$ cat src/rtl/prism_sp_cookie_rr_scheduler_if.sv
// Bundle of the scheduler's control, source-FIFO and destination-FIFO signals.
// The scheduler takes the master side; whatever models the FIFOs takes the slave side.
interface prism_sp_cookie_rr_scheduler_if #(
    parameter int N_SRC       = 4,
    parameter int DATA_WIDTH  = 64,
    parameter int QUOTA_WIDTH = 4,
    parameter int SRC_WIDTH   = $clog2(N_SRC)
);
    logic                         enable;
    logic [N_SRC*QUOTA_WIDTH-1:0] quota_cfg;
    logic [N_SRC-1:0]             in_empty;
    logic [N_SRC-1:0]             in_rd_en;
    logic [N_SRC*DATA_WIDTH-1:0]  in_data;
    logic                         out_full;
    logic                         out_wr_en;
    logic [DATA_WIDTH-1:0]        out_data;
    logic [SRC_WIDTH-1:0]         out_src;
    logic                         busy;
    logic [31:0]                  pushed_count;

    modport master (
        input  enable, quota_cfg, in_empty, in_data, out_full,
        output in_rd_en, out_wr_en, out_data, out_src, busy, pushed_count
    );

    modport slave (
        output enable, quota_cfg, in_empty, in_data, out_full,
        input  in_rd_en, out_wr_en, out_data, out_src, busy, pushed_count
    );
endinterface

$ cat src/rtl/prism_sp_cookie_rr_scheduler.sv
// Weighted round-robin merge of N non-FWFT cookie FIFOs into one destination FIFO.
// Each grant pops, registers and pushes cookies (tagged with source) up to its burst quota.
module prism_sp_cookie_rr_scheduler #(
    parameter int N_SRC       = 4,
    parameter int DATA_WIDTH  = 64,
    parameter int QUOTA_WIDTH = 4,
    parameter int SRC_WIDTH   = $clog2(N_SRC)
) (
    input logic clock,
    input logic reset,
    prism_sp_cookie_rr_scheduler_if.master bus
);

    typedef enum logic [1:0] {IDLE, POP, LOAD, PUSH} state_e;

    state_e                 state_q, state_d;
    logic [SRC_WIDTH-1:0]   rr_ptr_q, rr_ptr_d;
    logic [SRC_WIDTH-1:0]   grant_q, grant_d;
    logic [QUOTA_WIDTH-1:0] quota_left_q, quota_left_d;
    logic [DATA_WIDTH-1:0]  hold_data_q, hold_data_d;
    logic [SRC_WIDTH-1:0]   hold_src_q, hold_src_d;
    logic [31:0]            count_q, count_d;

    logic                   found;
    logic [SRC_WIDTH-1:0]   cand;
    logic [SRC_WIDTH-1:0]   pick;
    logic [QUOTA_WIDTH-1:0] pick_quota;
    logic [SRC_WIDTH-1:0]   next_ptr;
    logic [N_SRC-1:0]       rd_en;
    logic                   wr_en;

    // First non-empty source at or after rr_ptr; a zero quota is promoted to one.
    always_comb begin
        found      = 1'b0;
        cand       = '0;
        pick       = '0;
        pick_quota = '0;
        for (int k = 0; k < N_SRC; k++) begin
            cand = SRC_WIDTH'((int'(rr_ptr_q) + k) % N_SRC);
            if (!found && !bus.in_empty[cand]) begin
                found = 1'b1;
                pick  = cand;
            end
        end
        pick_quota = bus.quota_cfg[int'(pick)*QUOTA_WIDTH +: QUOTA_WIDTH];
        if (pick_quota == '0) begin
            pick_quota = QUOTA_WIDTH'(1);
        end
    end

    assign next_ptr = (grant_q == SRC_WIDTH'(N_SRC - 1)) ? '0 : grant_q + SRC_WIDTH'(1);

    always_comb begin
        state_d      = state_q;
        rr_ptr_d     = rr_ptr_q;
        grant_d      = grant_q;
        quota_left_d = quota_left_q;
        hold_data_d  = hold_data_q;
        hold_src_d   = hold_src_q;
        count_d      = count_q;
        rd_en        = '0;
        wr_en        = 1'b0;
        case (state_q)
            IDLE: begin
                if (bus.enable && found) begin
                    grant_d      = pick;
                    quota_left_d = pick_quota;
                    state_d      = POP;
                end
            end
            POP: begin
                rd_en[grant_q] = 1'b1;
                state_d        = LOAD;
            end
            LOAD: begin
                hold_data_d = bus.in_data[int'(grant_q)*DATA_WIDTH +: DATA_WIDTH];
                hold_src_d  = grant_q;
                state_d     = PUSH;
            end
            PUSH: begin
                // Once popped, a cookie is always pushed; enable only gates the next pop.
                if (!bus.out_full) begin
                    wr_en        = 1'b1;
                    count_d      = count_q + 32'd1;
                    quota_left_d = quota_left_q - QUOTA_WIDTH'(1);
                    if (quota_left_d != '0 && bus.enable && !bus.in_empty[grant_q]) begin
                        state_d = POP;
                    end else begin
                        rr_ptr_d = next_ptr;
                        state_d  = IDLE;
                    end
                end
            end
            default: state_d = IDLE;
        endcase
    end

    always_ff @(posedge clock or posedge reset) begin
        if (reset) begin
            state_q      <= IDLE;
            rr_ptr_q     <= '0;
            grant_q      <= '0;
            quota_left_q <= '0;
            hold_data_q  <= '0;
            hold_src_q   <= '0;
            count_q      <= '0;
        end else begin
            state_q      <= state_d;
            rr_ptr_q     <= rr_ptr_d;
            grant_q      <= grant_d;
            quota_left_q <= quota_left_d;
            hold_data_q  <= hold_data_d;
            hold_src_q   <= hold_src_d;
            count_q      <= count_d;
        end
    end

    assign bus.in_rd_en     = rd_en;
    assign bus.out_wr_en    = wr_en;
    assign bus.out_data     = hold_data_q;
    assign bus.out_src      = hold_src_q;
    assign bus.busy         = (state_q != IDLE);
    assign bus.pushed_count = count_q;

    a_rd_not_empty: assert property (@(posedge clock) disable iff (reset)
        (bus.in_rd_en & bus.in_empty) == '0);
    a_rd_onehot: assert property (@(posedge clock) disable iff (reset)
        $onehot0(bus.in_rd_en));
    a_wr_not_full: assert property (@(posedge clock) disable iff (reset)
        !(bus.out_wr_en && bus.out_full));

endmodule

$ cat src/flat_wrapper.sv
// flat-port wrapper written by rule: the top's interface ports become plain ports
module prism_sp_cookie_rr_scheduler_flat 
#(
    parameter int N_SRC       = 4,
    parameter int DATA_WIDTH  = 64,
    parameter int QUOTA_WIDTH = 4,
    parameter int SRC_WIDTH   = $clog2(N_SRC)
)
  (clock, reset, bus_enable, bus_quota_cfg, bus_in_empty, bus_in_data, bus_out_full, bus_in_rd_en, bus_out_wr_en, bus_out_data, bus_out_src, bus_busy, bus_pushed_count);
  prism_sp_cookie_rr_scheduler_if #(.N_SRC(N_SRC), .DATA_WIDTH(DATA_WIDTH), .QUOTA_WIDTH(QUOTA_WIDTH), .SRC_WIDTH(SRC_WIDTH)) bus_i ();
  input logic clock;
  input logic reset;
  input wire logic [$bits(bus_i.enable)-1:0] bus_enable;
  input wire logic [$bits(bus_i.quota_cfg)-1:0] bus_quota_cfg;
  input wire logic [$bits(bus_i.in_empty)-1:0] bus_in_empty;
  input wire logic [$bits(bus_i.in_data)-1:0] bus_in_data;
  input wire logic [$bits(bus_i.out_full)-1:0] bus_out_full;
  output wire logic [$bits(bus_i.in_rd_en)-1:0] bus_in_rd_en;
  output wire logic [$bits(bus_i.out_wr_en)-1:0] bus_out_wr_en;
  output wire logic [$bits(bus_i.out_data)-1:0] bus_out_data;
  output wire logic [$bits(bus_i.out_src)-1:0] bus_out_src;
  output wire logic [$bits(bus_i.busy)-1:0] bus_busy;
  output wire logic [$bits(bus_i.pushed_count)-1:0] bus_pushed_count;
  assign bus_i.enable = bus_enable;
  assign bus_i.quota_cfg = bus_quota_cfg;
  assign bus_i.in_empty = bus_in_empty;
  assign bus_i.in_data = bus_in_data;
  assign bus_i.out_full = bus_out_full;
  assign bus_in_rd_en = bus_i.in_rd_en;
  assign bus_out_wr_en = bus_i.out_wr_en;
  assign bus_out_data = bus_i.out_data;
  assign bus_out_src = bus_i.out_src;
  assign bus_busy = bus_i.busy;
  assign bus_pushed_count = bus_i.pushed_count;
  prism_sp_cookie_rr_scheduler #(.N_SRC(N_SRC), .DATA_WIDTH(DATA_WIDTH), .QUOTA_WIDTH(QUOTA_WIDTH), .SRC_WIDTH(SRC_WIDTH)) u_core (.clock(clock), .reset(reset), .bus(bus_i));
endmodule
$ cat config.mk
export PLATFORM = sky130hd
export DESIGN_NAME = prism_sp_cookie_rr_scheduler_flat
export DESIGN_NICKNAME = d
export VERILOG_FILES = /design/src/rtl/prism_sp_cookie_rr_scheduler_if.sv /design/src/rtl/prism_sp_cookie_rr_scheduler.sv /design/src/flat_wrapper.sv
export SDC_FILE = /design/constraint.sdc
export NUM_CORES = 1
export LEC_CHECK = 0
export ABC_CLOCK_PERIOD_IN_PS = 4200
export CELL_PAD_IN_SITES_DETAIL_PLACEMENT = 0
export CELL_PAD_IN_SITES_GLOBAL_PLACEMENT = 1
export CORE_ASPECT_RATIO = 1.25
export CORE_UTILIZATION = 26
export DETAILED_ROUTE_END_ITERATION = 12
export GPL_TIMING_DRIVEN = 0
export PLACE_DENSITY = 0.78
export SKIP_CTS_REPAIR_TIMING = 1
export SLEW_MARGIN = 10
export SYNTH_ARGS = -nofsm -noshare
export SYNTH_HDL_FRONTEND = slang
export SYNTH_SLANG_ARGS = --single-unit
$ cat constraint.sdc
create_clock -name clock -period 4.2 [get_ports clock]
set_input_delay 1.26 -clock clock [delete_from_list [all_inputs] [get_ports clock]]
set_output_delay 1.26 -clock clock [all_outputs]
set_load 0.1 [all_outputs]
# Word level (Yosys, flattened, before mapping)
# Index checks and enable logic that the tools add are counted.
# Widths: inputs -> output; s select.
dict set report word_totals {
  input_bits 280
  output_inout_bits 104
  regBits 108
  word_cells 84
}
dict set report op_classes {
  bitwise 2
  n_shift 2
  order_cmp 6
  eq_ne 6
  reduce_logical 23
  muxes 32
  n_addsub 6
}
# cell count
set op_table {}
lappend op_table {{$shiftx 256x9->64} 1}
lappend op_table {{$add 32x1->32 const B} 1}
lappend op_table {{$mux 4} 4}
lappend op_table {{$shiftx 16x5->4} 1}
lappend op_table {{$lt 2x3->1 const B} 5}
lappend op_table {{$mux 2} 7}
lappend op_table {{$mux 1} 13}
lappend op_table {{$bmux 1 s2} 5}
lappend op_table {{$pmux 2 s4} 1}
lappend op_table {{$pmux 4 s2} 1}
lappend op_table {{$logic_and 1x1->1} 7}
lappend op_table {{$eq 2x2->1 const B} 3}
lappend op_table {{$logic_not 1->1} 6}
lappend op_table {{$reduce_and 2->1} 3}
lappend op_table {{$reduce_and 3->1} 2}
lappend op_table {{$add 2x1->2 const B} 2}
lappend op_table {{$add 2x2->2 const B} 2}
lappend op_table {{$logic_not 4->1} 1}
lappend op_table {{$reduce_bool 2->1} 2}
lappend op_table {{$reduce_bool 4->1} 1}
lappend op_table {{$sub 4x1->4 const B} 1}
lappend op_table {{$demux 1 s2} 1}
lappend op_table {{$eq 2x1->1 const B} 1}
lappend op_table {{$ge 2x1->1 const B} 1}
lappend op_table {{4 further kinds} 5}

# Longest topological paths before layout
dict set report depth {
  word_depth 17
  mapped_depth 8
  ltp_nobuf 8
}

# Least setup slack after synthesis
# Ideal clock, no wire load.
dict set report synth_path {
  path_type {reg-to-output}
  from {register u_core.grant_q[1]}
  to {output port bus_in_rd_en[1]}
  path_slack_ps 1008
  arrival_ps 1932
  stages_incl_launch_ff 7
  required_ps 2940
  n_path_buf 3
  cell_sequence {dfrtp_1 -> clkbuf_1 -> buf_1 -> clkbuf_1 -> inv_1 -> ha_1 -> and2_1}
}
dict set report synth_between {
  elab_chain_cells 5
  elab_cells_between_ends 6
  cone_classes {order compare (2); mux (3); reduce/logical (1)}
}
# item line
set synth_rtl {}
lappend synth_rtl {{start: declaration} prism_sp_cookie_rr_scheduler.sv:18} ;# logic [SRC_WIDTH-1:0] grant_q, grant_d;
lappend synth_rtl {{start signal: assignment} prism_sp_cookie_rr_scheduler.sv:110} ;# grant_q <= grant_d;
lappend synth_rtl {{$lt 2x3->1 (implied by the code) / $ge 2x1->1 (equally long branches)} prism_sp_cookie_rr_scheduler.sv:72} ;# rd_en[grant_q] = 1'b1;
lappend synth_rtl {{$logic_and 1x1->1 (implied by the code)} prism_sp_cookie_rr_scheduler.sv:72}
lappend synth_rtl {{$mux 1 (implied by the code)} prism_sp_cookie_rr_scheduler.sv:72}
lappend synth_rtl {{$demux 1 s2 *} --}
lappend synth_rtl {{$mux 4 *} prism_sp_cookie_rr_scheduler.sv:63} ;# case (state_q)
lappend synth_rtl {{end: declaration} flat_wrapper.sv:18} ;# output wire logic [$bits(bus_i.in_rd_en)-1:0] bus_in_rd_en;
# Mark *: on every way between the ends. The rest lies on a longest branch, timed or not.

# Worst setup path after layout
dict set report layout_path {
  from {input port bus_out_full}
  to {output port bus_out_wr_en}
}
dict set report layout_between {
  elab_chain_cells 2
}
# item line
set layout_rtl {}
lappend layout_rtl {{start: declaration} flat_wrapper.sv:17} ;# input wire logic [$bits(bus_i.out_full)-1:0] bus_out_full;
lappend layout_rtl {{$mux 1} prism_sp_cookie_rr_scheduler.sv:82} ;# if (!bus.out_full) begin
lappend layout_rtl {{$mux 1} prism_sp_cookie_rr_scheduler.sv:63}
lappend layout_rtl {{end: declaration} flat_wrapper.sv:19} ;# output wire logic [$bits(bus_i.out_wr_en)-1:0] bus_out_wr_en;
# No other way between the ends.

==> metrics.md <==
| Metric | Value |
|---|---|
| Static power due to leakage | 4.28 nW |
| Final worst slack | 0.165 ns |
| Cell count after synthesis | 464 |
| Number of endpoints with negative hold slack in the final report | 0 |
| Die width | 142 um |
| Via count of the first global-routing pass | 5902 |
| Number of cells on the worst reg-to-reg path | 5 |
| Ratio of final minimum period to clock period | 96.1% |
| Number of stages on the worst hold path | 1 |
| Upper clock frequency limit | 248 MHz |
| Clock slew at the register clock pins of the worst setup and hold paths | 0.08 ns |
| Met1 GRT Util | 20.9% |
| Area of combinational cells with multiple inputs | 3490 sq um |
| Number of fillers in the final layout | 2226 |
| Post-placement cell area | 10600 sq um |
| Number of storage elements in the synthesis netlist | 108 |
| CP Capture Type | primary output |
| Post-route ant nets | 0 |
| Setup repair after global routing missed its margin | no |
| GRT Util Overall | 19.3% |
| Final slew viol count | 0 |
| VDD IR-drop max | 0.540 mV |
| Remaining global-route overflow | 0 |
| Synth area leaders | dfrtp_1 43%, mux4_2 23%, mux2_2 12% |
| Post-synth top area share | 42.5% |
| Primary flip-flop cell chosen by synthesis mapping | dfrtp_1 |
| Area added between synthesis and finish | 71.9% |
| Area of the placeable core | 23900 sq um |
| YS warnings | 0 |
| Area of the mapped netlist | 6360 sq um |
| Area occupied by registers | 2700 sq um |
| Status | finished clean |
| Final non-filler cell area | 10900 sq um |
| R2r setup slk | 1.61 ns |
| Drt initial violations | 227 |
| Proportion of synthesized flip-flops having asynchronous set or reset | 100% |
| Critical path data arrival time | 2.77 ns |
| M2 GR Usage | 34.6% |
| Crit path required time | 2.94 ns |
| Initial standard-cell utilization of the core | 26.6% |
| Maximum level of the CTS H-tree | 3 |
| Clock root buffer master | clkbuf_16 |
| Crit Path Class | in2out |
| Final-stage net count | 1150 |
| Final routed wirelength across all metal layers | 23900 um |
| Post-route DRC violation count | 0 |
| Gp weighted congestion | 0.856 |
| Most used routing layer in global routing | met2 |
| Clock sink count | 108 |
| Setup WS pre-CTS | -0.546 ns |
| Post-Syn Nets | 756 |
| Share of post-route cells with drive strength above 1 | 19.8% |
| Critical path fanouts, max | 9 |
| Number of buffer cells added on primary ports | 383 |
| Worst slew margin | 25.1% |
| Largest net degree at the start of global routing | 64 |
| Post-route clock skew | 0.00854 ns |
| Number of violations of the max-capacitance limit | 0 |
| Startpoint type of the worst setup path | input port |
| Clock tree from TritonCTS | built |
| Number of enable-type register cells in the synthesized netlist | 0 |
| Cell type contributing the most total cell area after synthesis | dfrtp_1 |
| Y dimension of the die | 177 um |
| Maximum buffer depth of the clock tree | 2 |
| Commonest cells in the synthesized netlist | 108 x dfrtp_1, 70 x mux2_2, 65 x mux4_2 |
| Count of vias placed by the detailed router | 5587 |
| Average cell area after synthesis | 13.7 sq um |
| Sequential share of the synthesized area | 42.5% |
| Total power divided by cell area | 777 nW/um^2 |
| Synth cell types | 53 |
| First-pass GRT wire length | 35300 um |
| Wire length per cell after detailed routing | 20.0 um |
| Area of the die | 25100 sq um |
| I/O Pins | 384 |
| Detailed-route vias per instance | 4.68 |
| Number of buffers added by the clock tree synthesis step | 9 |
| Final number of setup-violating endpoints | 0 |
| Num rows | 63 |
| Number of antenna violations at the first check in global routing | 7 |
| Path class of the lowest-slack min-delay path | reg2reg |
| Clock network latency to the later pin of the worst-skew pair | 0.35 ns |
| DPL Wire Length | 19600 um |
| Post-layout min period | 4.03 ns |
| First-pass DRT Iterations | 4 |
| Slew at the pin with the worst max-slew slack | 1.12 ns |
| Library cell with the highest instance count after synthesis | dfrtp_1 |
| Met3 usage in global routing | 6.93% |
## state kept, by name, indices dropped and copies added, names as in the netlist
register / cells
u_core.rr_ptr_q: 2
u_core.bus.out_src: 2
u_core.bus.pushed_count: 32
u_core.quota_left_q: 4
u_core.grant_q: 2
u_core.bus.out_data: 64
u_core.state_q: 2
## metrics by stage
stage / setup TNS (ns) / power (mW) / util, % / cells / hold slack, ns
2_1_floorplan: 0 / 6.08 / - / 464 / 0.528
3_3_place_gp: -187.88 / 7.69 / 44.4 / 1172 / 0.460
3_5_place_dp: -1.17 / 7.74 / 44.5 / 1173 / 0.460
4_1_cts: -2.41 / 8.61 / 45.7 / 1189 / 0.474
5_1_grt: 0 / 8.88 / 45.7 / 1190 / 0.517
6_report: 0 / 8.49 / 45.8 / 1193 / 0.473
## metal layers
layer | vias up | routed length [um]
met4 | 4 | 552
met3 | 37 | 2280
met1 | 2734 | 8990
li1 | 2553 | -
met2 | 259 | 12000
met5 | - | 27
## path summary, 6_finish.rpt
| kind | from | end |
|---|---|---|
| max | bus_out_full | bus_out_wr_en |
| min | u_core.bus.pushed_count[31]$_DFFE_PP0P_ | u_core.bus.pushed_count[31]$_DFFE_PP0P_ |
| max reg2reg | u_core.grant_q[1]$_DFFE_PP0P_ | u_core.bus.out_data[55]$_DFFE_PP0N_ |
| min reg2reg | u_core.bus.pushed_count[31]$_DFFE_PP0P_ | u_core.bus.pushed_count[31]$_DFFE_PP0P_ |
| max in group asynchronous | reset | u_core.bus.out_data[30]$_DFFE_PP0N_ |
| min in group asynchronous | reset | u_core.bus.out_data[6]$_DFFE_PP0N_ |
## area by class of cell
| class | instances | share of cell area [%] |
|---|---|---|
| repair buffers | 384 | 35.3 |
| multi-input cells | 315 | 32.0 |
| flip-flops and latches | 108 | 24.7 |
| well taps | 325 | 3.72 |
| clock buffers | 11 | 2.22 |
| plain buffers | 24 | 0.927 |
| inverters | 16 | 0.595 |
| clock inverters | 5 | 0.401 |
| diodes | 5 | 0.114 |
## cells by family after synthesis
kind of cell,share of synthesized area (%)
AND/OR/NAND/NOR,7.87
adder cells (fa/ha/maj),2.36
flip-flops,42.5
multiplexers,36.0
buffers and inverters,2.56
AO/OA/AOI/OAI,4.25
XOR/XNOR,4.41
## power by group
part	leakage [nW]	internal, mW	switching (mW)
sequential	1.31	1.45	0.256
combinational	2.83	1.97	3.98
clock	0.134	0.427	0.412
total	4.28	3.84	4.65
## cells in the final DEF, fill, tap and decap left out, types with 2 or more instances in the layout
master           count
clkbuf_16            9
nor2_1              20
nand2b_1             4
inv_1               14
xor2_1              10
and4_1               2
nand4_1              8
nor3b_1              2
and3_1               3
xnor2_1             22
nand2_1             26
clkdlybuf4s50_1    379
diode_2              5
mux2i_1              4
clkbuf_2             3
and2_1               4
buf_1                4
mux4_2              65
dfrtp_1            108
or3_1                2
or4_4                2
o211ai_1             2
clkbuf_1            12
a21oi_1              5
inv_6                2
ha_1                12
buf_2                7
mux2_2              70
dlymetal6s2s_1       3
o21ai_0             14
nor3_1               2
nand3_1             10
clkinvlp_4           2
## worst max-delay path: stages
cell and delay, ns:
clkdlybuf4s50_1 0.50, nand2b_1 0.18, buf_2 0.18, inv_2 0.17, clkbuf_2 0.49
(Power assumes the default switching activity.)
